`config.mk`:
```
export PLATFORM = sky130hd
export DESIGN_NAME = bcd_digit_chain
export DESIGN_NICKNAME = d
export VERILOG_FILES = /design/src/rtl/bcd_digit_chain.sv
export SDC_FILE = /design/constraint.sdc
export NUM_CORES = 1
export LEC_CHECK = 0
export CORE_UTILIZATION = 45
export CTS_CLUSTER_DIAMETER = 50
export DETAILED_ROUTE_END_ITERATION = 10
export PLACE_DENSITY = 0.75
export SLEW_MARGIN = 20
export SYNTH_ARGS = -nofsm -noshare
export SYNTH_HDL_FRONTEND = slang
export SYNTH_SLANG_ARGS = --single-unit
```
`constraint.sdc`:
```
create_clock -name clk_cin -period 3.65 [get_ports clk_cin]
set_input_delay 0.73 -clock clk_cin [delete_from_list [all_inputs] [get_ports clk_cin]]
set_output_delay 0.73 -clock clk_cin [all_outputs]
set_load 0.02 [all_outputs]
```
`src/rtl/bcd_digit_chain.sv`:
```
// Multi-digit packed-BCD counter with programmable [MIN_BCD, MAX_BCD] range,
// up/down stepping, checked synchronous preset and a one-cycle wrap pulse.
module bcd_digit_chain #(
  parameter int                   DIGITS  = 2,
  parameter logic [4*DIGITS-1:0]  MIN_BCD = 'h00,
  parameter logic [4*DIGITS-1:0]  MAX_BCD = 'h59
) (
  input  logic                  clk_cin,
  input  logic                  rst,
  input  logic                  en,
  input  logic                  up,
  input  logic                  load,
  input  logic [4*DIGITS-1:0]   preset,
  output logic [4*DIGITS-1:0]   count,
  output logic                  cout,
  output logic                  load_err
);

  localparam int W = 4 * DIGITS;

  // Bad range parameters stop elaboration rather than build a counter that
  // can never reach a legal state.
  if (DIGITS < 1 || DIGITS > 8) begin : g_bad_digits
    $fatal(1, "bcd_digit_chain: DIGITS must be 1..8");
  end
  for (genvar g = 0; g < DIGITS; g++) begin : g_chk
    if (MIN_BCD[4*g +: 4] > 4'd9 || MAX_BCD[4*g +: 4] > 4'd9) begin : g_bad_bcd
      $fatal(1, "bcd_digit_chain: MIN_BCD/MAX_BCD must be valid BCD");
    end
  end
  if (MIN_BCD > MAX_BCD) begin : g_bad_order
    $fatal(1, "bcd_digit_chain: MIN_BCD must not exceed MAX_BCD");
  end

  function automatic logic is_bcd(input logic [W-1:0] v);
    logic ok;
    ok = 1'b1;
    for (int i = 0; i < DIGITS; i++) begin
      if (v[4*i +: 4] > 4'd9) ok = 1'b0;
    end
    return ok;
  endfunction

  logic [W-1:0] r_count;
  logic         r_cout;
  logic         r_load_err;

  logic [W-1:0] w_inc;
  logic [W-1:0] w_dec;
  logic         w_in_range;
  logic         w_preset_ok;

  // With every nibble <= 9, packed-BCD ordering equals unsigned ordering.
  assign w_in_range  = is_bcd(r_count) && (r_count >= MIN_BCD) && (r_count <= MAX_BCD);
  assign w_preset_ok = is_bcd(preset)  && (preset  >= MIN_BCD) && (preset  <= MAX_BCD);

  always_comb begin : p_inc
    logic c_inc;
    c_inc = 1'b1;
    w_inc = r_count;
    for (int i = 0; i < DIGITS; i++) begin
      if (c_inc) begin
        if (r_count[4*i +: 4] == 4'd9) begin
          w_inc[4*i +: 4] = 4'd0;
        end else begin
          w_inc[4*i +: 4] = r_count[4*i +: 4] + 4'd1;
          c_inc = 1'b0;
        end
      end
    end
  end

  always_comb begin : p_dec
    logic b_dec;
    b_dec = 1'b1;
    w_dec = r_count;
    for (int i = 0; i < DIGITS; i++) begin
      if (b_dec) begin
        if (r_count[4*i +: 4] == 4'd0) begin
          w_dec[4*i +: 4] = 4'd9;
        end else begin
          w_dec[4*i +: 4] = r_count[4*i +: 4] - 4'd1;
          b_dec = 1'b0;
        end
      end
    end
  end

  always_ff @(posedge clk_cin or posedge rst) begin
    if (rst) begin
      r_count    <= MIN_BCD;
      r_cout     <= 1'b0;
      r_load_err <= 1'b0;
    end else if (load) begin
      r_cout <= 1'b0;
      if (w_preset_ok) begin
        r_count    <= preset;
        r_load_err <= 1'b0;
      end else begin
        r_load_err <= 1'b1;
      end
    end else if (en) begin
      // An illegal count takes the wrap path, so it recovers in one step.
      if (up) begin
        if (!w_in_range || r_count == MAX_BCD) begin
          r_count <= MIN_BCD;
          r_cout  <= 1'b1;
        end else begin
          r_count <= w_inc;
          r_cout  <= 1'b0;
        end
      end else begin
        if (!w_in_range || r_count == MIN_BCD) begin
          r_count <= MAX_BCD;
          r_cout  <= 1'b1;
        end else begin
          r_count <= w_dec;
          r_cout  <= 1'b0;
        end
      end
    end else begin
      r_cout <= 1'b0;
    end
  end

  assign count    = r_count;
  assign cout     = r_cout;
  assign load_err = r_load_err;

endmodule

```
==> results of run 1 <==
registers in the layout (all words and copies together), names as in the netlist:
signal and flops:
count 8, cout 1, load_err 1
cells by family (layout without fill, tap and decap cells):
family,after synthesis,after routing,synth area share [%]
muxes,1,1,1.19
xor gates and xnor gates,1,1,1.04
buffers and inverters,14,31,7.30
AOI/OAI and AO/OA,38,38,33.5
and+or+nand+nor,44,44,27.1
DFF,10,10,29.8
final timing paths:
path                          start  endpoint  slack, ns
setup / recovery                 up  count[6]       1.27
hold / removal             load_err  load_err       0.51
setup reg to reg           count[0]  count[6]       1.77
hold reg to reg            load_err  load_err       0.51
max in group asynchronous       rst  load_err       2.63
min in group asynchronous       rst      cout       0.73
metrics by stage:
stage	hold WS (ns)	utilization, %
floorplan	0.570	-
global placement	0.485	60.1
detailed placement	0.505	60.1
CTS	0.521	62.2
global route	0.544	62.2
finish	0.510	62.2
power by group:
group | switching, mW | internal (mW)
clock | 0.0436 | 0.0607
combinational | 0.170 | 0.152
sequential | 0.0857 | 0.140
total | 0.300 | 0.353
layer usage:
layer  global-route usage, %  share of wire [%]
met1                    31.2                 45
met4                    7.27                2.0
met5                       0                  0
met2                    29.6                 46
met3                    8.00                6.8
tightest hold or removal path: stages, from the launching register on:
cell and delay [ns]:
dfrtp_1 0.35, nor2_1 0.04, nor2_1 0.08
layout by cell type (no fill, tap or decap), drive strengths merged:
cell / netlist / layout
nor4: 1 / 1
o31ai: 4 / 4
clkbuf: 5 / 4
and4b: 1 / 1
or3: 1 / 1
a311o: 1 / 1
nor2: 9 / 9
o21ai: 12 / 12
and2: 2 / 2
a311oi: 1 / 1
clkdlybuf4s50: 0 / 22
a31oi: 3 / 3
nor2b: 7 / 7
or4: 1 / 1
a221oi: 3 / 3
mux2i: 1 / 1
nand3: 3 / 3
o32ai: 1 / 1
dfrtp: 10 / 10
inv: 5 / 5
a211oi: 4 / 4
nand2: 9 / 9
a21boi: 1 / 1
o22ai: 2 / 2
nor3: 7 / 7
nand4: 1 / 1
a21oi: 5 / 5
a2111oi: 1 / 1
nand2b: 2 / 2
xnor2: 1 / 1
cell type report:
cell class,instances,area share [%]
multi-input cells,84,48.7
well taps,25,2.88
clock buffers,4,3.34
repair buffers,22,20.3
inverters,5,1.73
flip-flops and latches,10,23.1
==> results.json, run 1 <==
{
  "grt_max_degree": 20,
  "grt_usage_pct": 21.7,
  "die_width_um": 45.2,
  "max_slew_margin_pct": 59.1,
  "synthCells": 108,
  "synth_area_leader_cell": "dfrtp_1",
  "synth_seq_cells": 10,
  "slowest_delay_ns": 0.60,
  "p_total_mw": 0.653,
  "fill_cells": 169,
  "clk_pin_slew_worst_paths_ns": 0.07,
  "yosysWarnings": 0,
  "cts-resized-gates": 0,
  "fp.dieArea_um2": 2040,
  "crit_path_end_kind": "register",
  "antennaDiodeCount": 0,
  "synth_seq_area_share_pct": 29.8,
  "async_reset_ff_share_pct": 100,
  "portBuffers": 22,
  "fin_skew_ns": 0.00241,
  "setup_viol": 0,
  "drc": 0,
  "cts_buffer_depth": 2,
  "instances_no_fill": 150,
  "max_cap_viol_count": 0,
  "yosysUniqueCellTypes": 35,
  "dp_slack_ns": 0.987,
  "worstSetupStartpointType": "primary input",
  "synthesis.nets": 121,
  "grt_pass1_wl_um": 3170,
  "slew_violations": 0,
  "rows": 15,
  "crit_fanout": 13,
  "path_delay_family": "compound AO/OA/AOI/OAI gates",
  "hp-class": "register to register",
  "syn_area_um2": 840,
  "ir_drop_v": 0.000362,
  "cts_made_buffers": 3,
  "worstMarginPinSlew_ns": 0.612,
  "hpwl_um": 1460,
  "routedWlPerCell_um": 13.4,
  "cp_slowest_cell": "clkdlybuf4s50_1",
  "antenna_found_initial": 0,
  "arrival_ns": 2.52,
  "grt_pass1_vias": 701,
  "rsz0062_at_grt": "no",
  "fmax_mhz": 421,
  "outcome": "completed",
  "worst_slack_ns": 1.27,
  "dp_cells": 146,
  "clock_latency_ns": 0.27,
  "via_per_inst": 5.83,
  "syn_area_per_cell_um2": 7.77,
  "coreArea_um2": 1750,
  "seqCellArea_um2": 250,
  "synthTopCellsByCount": "dfrtp_1, o21ai_0, nand2_1, nor2_1",
  "place.gp.congestion": 0.841,
  "finalCritPeriodShare_pct": 65.1,
  "drive_above_1_share_pct": 7.20,
  "cts_hold_buf": 0,
  "ant_nets": 0,
  "synthToLayoutAreaGrowth_pct": 29.2,
  "fin_area_um2": 1080,
  "die_y_um": 45.2,
  "path_depth": 6,
  "leakage_nw": 0.399,
  "htreeDepth": 1,
  "io_pins": 23,
  "firstDrtPassIters": 4,
  "reg2regPathDepth": 5,
  "synth_top_area_share_pct": 29.8,
  "start_util_pct": 48.1,
  "hold_depth": 2,
  "crit_chain": "clkdlybuf4s50_1 -> or3_4 -> a2111oi_4 -> a211oi_2 -> a21oi_1 -> o32ai_2",
  "cp_num_buf_inv": 1,
  "cts_root_buffer": "clkbuf_4",
  "vias": 875,
  "wl_um": 2010,
  "multiInputGateArea_um2": 528,
  "hold_viol_final": 0,
  "ys.flop_type": "dfrtp_1",
  "synth_edf_count": 0,
  "path_class": "primary input to register",
  "final_nets": 139,
  "grt_overflow": 0,
  "ys_top_cells_by_area": "dfrtp_1, o21ai_0, nor2b_1",
  "cts_setup_buffers": 0,
  "worstPathRequired_ns": 3.79,
  "power_density_nw_per_um2": 602,
  "cts_tree": "done",
  "period_needed_ns": 2.38,
  "dpl_cell_area_um2": 1050,
  "drtIter0Drc": 25,
  "cts_sinks": 10,
  "setup_tns_ns": 0
}
Note: power is estimated with default switching activity, not from simulation.
==> run 2: changes to the inputs <==
==> constraint.sdc (replaced) <==
create_clock -name clk_cin -period 2.25 [get_ports clk_cin]
set_input_delay 0.45 -clock clk_cin [delete_from_list [all_inputs] [get_ports clk_cin]]
set_output_delay 0.45 -clock clk_cin [all_outputs]
set_load 0.02 [all_outputs]
==> run 2 against run 1 <==
Against the previous run:
- hold slack got worse by 0.038 ns
- clock skew increased by 0.00057 ns
- sequential cell count unchanged
- critical path depth decreased by 5
- global-route usage increased by 1.8 points
- critical path type is now register to output pin
- power increased by 64%
- combinational power increased by 70%
- sequential share of layout area decreased by 0.62 points
- routed wire length increased by 5.5%
- cell area increased by 2.8%
- core utilization increased by 1.7 points
- cell count increased by 2.7%
==> results.json, run 2 (same netlist as run 1, synthesis figures left out) <==
{
  "via_per_inst": 5.87,
  "fmax_mhz": 499,
  "power_density_nw_per_um2": 962,
  "leakage_nw": 0.419,
  "coreArea_um2": 1750,
  "synthToLayoutAreaGrowth_pct": 32.8,
  "grt_pass1_wl_um": 3440,
  "cts-resized-gates": 0,
  "max_slew_margin_pct": 70.2,
  "ant_nets": 0,
  "worstMarginPinSlew_ns": 0.446,
  "reg2regPathDepth": 5,
  "drc": 0,
  "hold_viol_final": 0,
  "mostFrequentLayoutCell": "clkdlybuf4s50_1",
  "start_util_pct": 48.1,
  "hp-class": "primary input to asynchronous set/reset pin",
  "cts_setup_buffers": 0,
  "crit_chain": "clkdlybuf4s50_1",
  "hpwl_um": 1600,
  "final_nets": 143,
  "holdWs_ns": 0.472,
  "wl_um": 2120,
  "rrSetupSlack_ns": 0.33,
  "worstSetupStartpointType": "register",
  "antennaDiodeCount": 0,
  "final_cell_mix": "clkdlybuf4s50_1, o21ai_0, dfrtp_1",
  "htreeDepth": 1,
  "slew_violations": 0,
  "cts_made_buffers": 3,
  "place.gp.congestion": 0.835,
  "rows": 15,
  "worstReg2RegStart": "count[0]",
  "largest_reg_flops": 8,
  "max_cap_viol_count": 0,
  "fin_skew_ns": 0.00298,
  "cts_hold_buf": 0,
  "fin_util_pct": 63.9,
  "io_pins": 23,
  "grt_overflow": 0,
  "firstDrtPassIters": 4,
  "setup_viol": 0,
  "cts_root_buffer": "clkbuf_4",
  "grt_usage_pct": 23.5,
  "vias": 904,
  "grt_max_degree": 16,
  "portBuffers": 22,
  "cts_sinks": 10,
  "cp_num_buf_inv": 1,
  "worstPathRequired_ns": 1.80,
  "fp.dieArea_um2": 2040,
  "drive_above_1_share_pct": 10.1,
  "die_y_um": 45.2,
  "cp_slowest_cell": "clkdlybuf4s50_1",
  "grt_pass1_vias": 778,
  "dpl_cell_area_um2": 1080,
  "clk_pin_slew_worst_paths_ns": 0.07,
  "clock_latency_ns": 0.27,
  "path_delay_family": "buffers and inverters",
  "crit_fanout": 14,
  "cts_tree": "done",
  "ir_drop_v": 0.000635,
  "arrival_ns": 1.55,
  "crit_path_end_kind": "output pin",
  "path_class": "register to output pin",
  "die_width_um": 45.2,
  "finalCritPeriodShare_pct": 89.1,
  "fin_area_um2": 1110,
  "setup_tns_ns": 0,
  "cts_buffer_depth": 2,
  "antenna_found_initial": 0,
  "rsz0062_at_grt": "no",
  "p_total_mw": 1.07,
  "r2r-end": "count[6]",
  "drtIter0Drc": 29,
  "outcome": "completed",
  "slowest_delay_ns": 0.69,
  "period_needed_ns": 2.00,
  "routedWlPerCell_um": 13.7
}
## run 2: routing by layer
metal  track usage, %  wire [µm]  vias to the layer above
li1                 -          -                      442
met2             33.3       1030                       33
met5                0          0                        -
met4             10.9         21                        0
met1             34.0        939                      425
met3             4.40        129                        4
## run 2: power breakdown
group	leakage [nW]	internal (mW)	switching, mW
Clock	0.0210	0.0983	0.0702
Sequential	0.124	0.228	0.129
Combinational	0.274	0.256	0.292
Total	0.419	0.582	0.491
## run 2: area by class of cell
type	count	area, µm²
inverter	5	18.8
tap	25	31.3
sequential	10	250
multi-input combinational	84	528
fill	164	631
timing repair buffer	26	250
clock buffer	4	36.3
## run 2: metrics by stage
stage	setup slack, ns	cells
4_1_cts	0.253	154
2_1_floorplan	0.505	108
5_1_grt	0.174	154
3_5_place_dp	0.0689	150
3_3_place_gp	0.127	150
6_report	0.246	154
## run 2: worst max path at each step
stage             start  endpoint  cells past startpoint
2_1_floorplan  count[2]  count[3]                      6
3_3_place_gp         up  count[6]                      6
3_5_place_dp         up  count[6]                      6
4_1_cts        count[0]  count[0]                      1
5_1_grt        count[0]  count[4]                      5
6_report       count[0]  count[0]                      1
==> RTL edit: new RTL, config.mk and constraints of run 1 <==
Change the parameter `DIGITS` from 2 to 4.
--- a/src/rtl/bcd_digit_chain.sv
+++ b/src/rtl/bcd_digit_chain.sv
@@ -1,7 +1,7 @@
 // Multi-digit packed-BCD counter with programmable [MIN_BCD, MAX_BCD] range,
 // up/down stepping, checked synchronous preset and a one-cycle wrap pulse.
 module bcd_digit_chain #(
-  parameter int                   DIGITS  = 2,
+  parameter int                   DIGITS  = 4,
   parameter logic [4*DIGITS-1:0]  MIN_BCD = 'h00,
   parameter logic [4*DIGITS-1:0]  MAX_BCD = 'h59
 ) (
Interface: changed (resized count and preset); port bits go from 23 to 39. The function was not compared with the original's and may differ.
==> RTL edit against run 1 <==
Sequential cell count rose by 8; synthesized area up 54%; clock skew rose by 0.0025 ns; routed wire length grew 58%; worst setup slack worse by 0.097 ns; cell count rose by 39%; power up 15%; cell area increased by 58%; critical endpoint unchanged; sequential power is 38% higher.
==> RTL edit: results (changes against run 1) <==
status = finished, final reports clean (unchanged)
Largest register FFs = 16 (was 8)
Clock group = 120 uW (was 104 uW)
M2 GR Usage = 34.4% (was 29.6%)
gpl congestion = 0.932 (was 0.841)
YS warnings = 0 (unchanged)
met1 GRT Util = 28.9% (was 31.2%)
WP data arrival = 2.66 ns (was 2.52 ns)
busiest grt layer = met2 (was met1)
clock skew = 0.00496 ns (was 0.00241 ns)
Post-Place Setup Slack = 0.858 ns (was 0.987 ns)
CTS Buf Count = 3 (unchanged)
Pwr Total = 753 uW (was 653 uW)
Largest stage delay, worst path = 0.45 ns (was 0.60 ns)
r2r endpoint = count[6]$_DFFE_PP0P_ (unchanged)
worst slew pin tran = 0.645 ns (was 0.612 ns)
layout cells sized above 1 = 11.2% (was 7.20%)
CP delay by family, top = simple AND/OR/NAND/NOR gates (was compound AO/OA/AOI/OAI gates)
DRT iter0 DRCs = 37 (was 25)
top cells by area, synth = dfrtp_1, nor2b_1, o21ai_0, nor4_4, nor4_2 (was dfrtp_1, o21ai_0, nor2b_1, nor3_1, nand2_1)
sequential share of power = 41.4% (was 34.6%)
final net count = 200 (was 139)
HPWL Detailed = 2460 um (was 1460 um)
syn_area_per_cell = 8.98 um^2 (was 7.77 um^2)
GRT Util Overall = 22.0% (was 21.7%)
vias in the first global route = 1,206 (was 701)
Clock Latency Late Sink = 0.29 ns (was 0.27 ns)
Pleak = 0.670 nW (was 0.399 nW)
Vias = 1,269 (was 875)
VDD IR max = 0.444 mV (was 0.362 mV)
GR Util met3 = 6.28% (was 8.00%)
reg-to-reg startpoint = count[1]$_DFFE_PP0P_ (was count[0]$_DFFE_PP0P_)
R2R setup slack = 1.73 ns (was 1.77 ns)
Unique masters post-synth = 47 (was 35)
placed inst area = 1670 um^2 (was 1050 um^2)
Sw Ratio = 41.1% (was 45.9%)
post-route insts no fill = 209 (was 150)
Async SR Flop Fraction = 100% (unchanged)
post-synthesis sequential area ratio = 34.8% (was 29.8%)
beginning of the critical path = load (was up)
Fill cells = 251 (was 169)
first-pass GRT wire length = 5390 um (was 3170 um)
list of most frequent post-synthesis cells = dfrtp_1, nor2b_1, nand2_1, o21ai_0, nor2_1 (was dfrtp_1, o21ai_0, nand2_1, nor2_1)
PortBufs = 38 (was 22)
WL final = 3160 um (was 2010 um)
number of cells after detailed placement = 205 (was 146)
largest net degree at the start of global routing = 19 (was 20)
Clk pin slew, worst setup/hold paths = 0.10 ns (was 0.07 ns)
syn nets = 165 (was 121)
Fmax achieved = 404 MHz (was 421 MHz)
root buffer cell = clkbuf_4 (unchanged)
RTL edit: changes by cell type after synthesis, sizes merged, moves of 3 or more:
| cell | delta |
|---|---|
| buf | +4 |
| nor3 | -3 |
| and4 | +3 |
| nand4 | +3 |
| nor2b | +9 |
| o211ai | +5 |
| dfrtp | +8 |
| o31ai | -3 |
| a221oi | -3 |
| nor4 | +4 |
| clkbuf | -4 |
| nand3 | +4 |
RTL edit: final cells by class:
cell class                 instances  area (um^2)  share of cell area, %
multi-input combinational        110          771                   45.1
sequential                        18          450                   26.3
timing repair buffer              39          388                   22.7
tap                               31         38.8                   2.27
clock buffer                       4         36.3                   2.12
inverter                           7         26.3                   1.54
RTL edit: cell families after synthesis:
family,synth area share (%)
and+or+nand+nor,33.9
AOI/OAI and AO/OA,23.8
DFF,34.8
buffers and inverters,5.61
xor gates and xnor gates,0.677
muxes,1.16
RTL edit: metal layers:
layer / up-vias / share of wire, %
li1: 605 / -
met5: - / 0
met1: 582 / 42
met3: 8 / 9.2
met2: 74 / 46
met4: 0 / 2.7
RTL edit: worst min path at each step:
stage	startpoint	to	slack, ns	cells after the start
final	load_err$_DFFE_PP0P_	load_err$_DFFE_PP0P_	0.50	2
after global routing	load_err$_DFFE_PP0P_	load_err$_DFFE_PP0P_	0.56	2
after CTS	load_err$_DFFE_PP0P_	load_err$_DFFE_PP0P_	0.51	2
after detailed placement	load_err$_DFFE_PP0P_	load_err$_DFFE_PP0P_	0.49	2
after global placement	load_err$_DFFE_PP0P_	load_err$_DFFE_PP0P_	0.49	2
after floorplan	load_err$_DFFE_PP0P_	load_err$_DFFE_PP0P_	0.59	2
RTL edit: worst register-to-register path, stage by stage, from the launching register on:
cell       delay, ns
dfrtp_1         0.65
o21ai_1         0.19
and4_4          0.25
and4_1          0.18
a2111oi_0       0.38
mux2_4          0.22
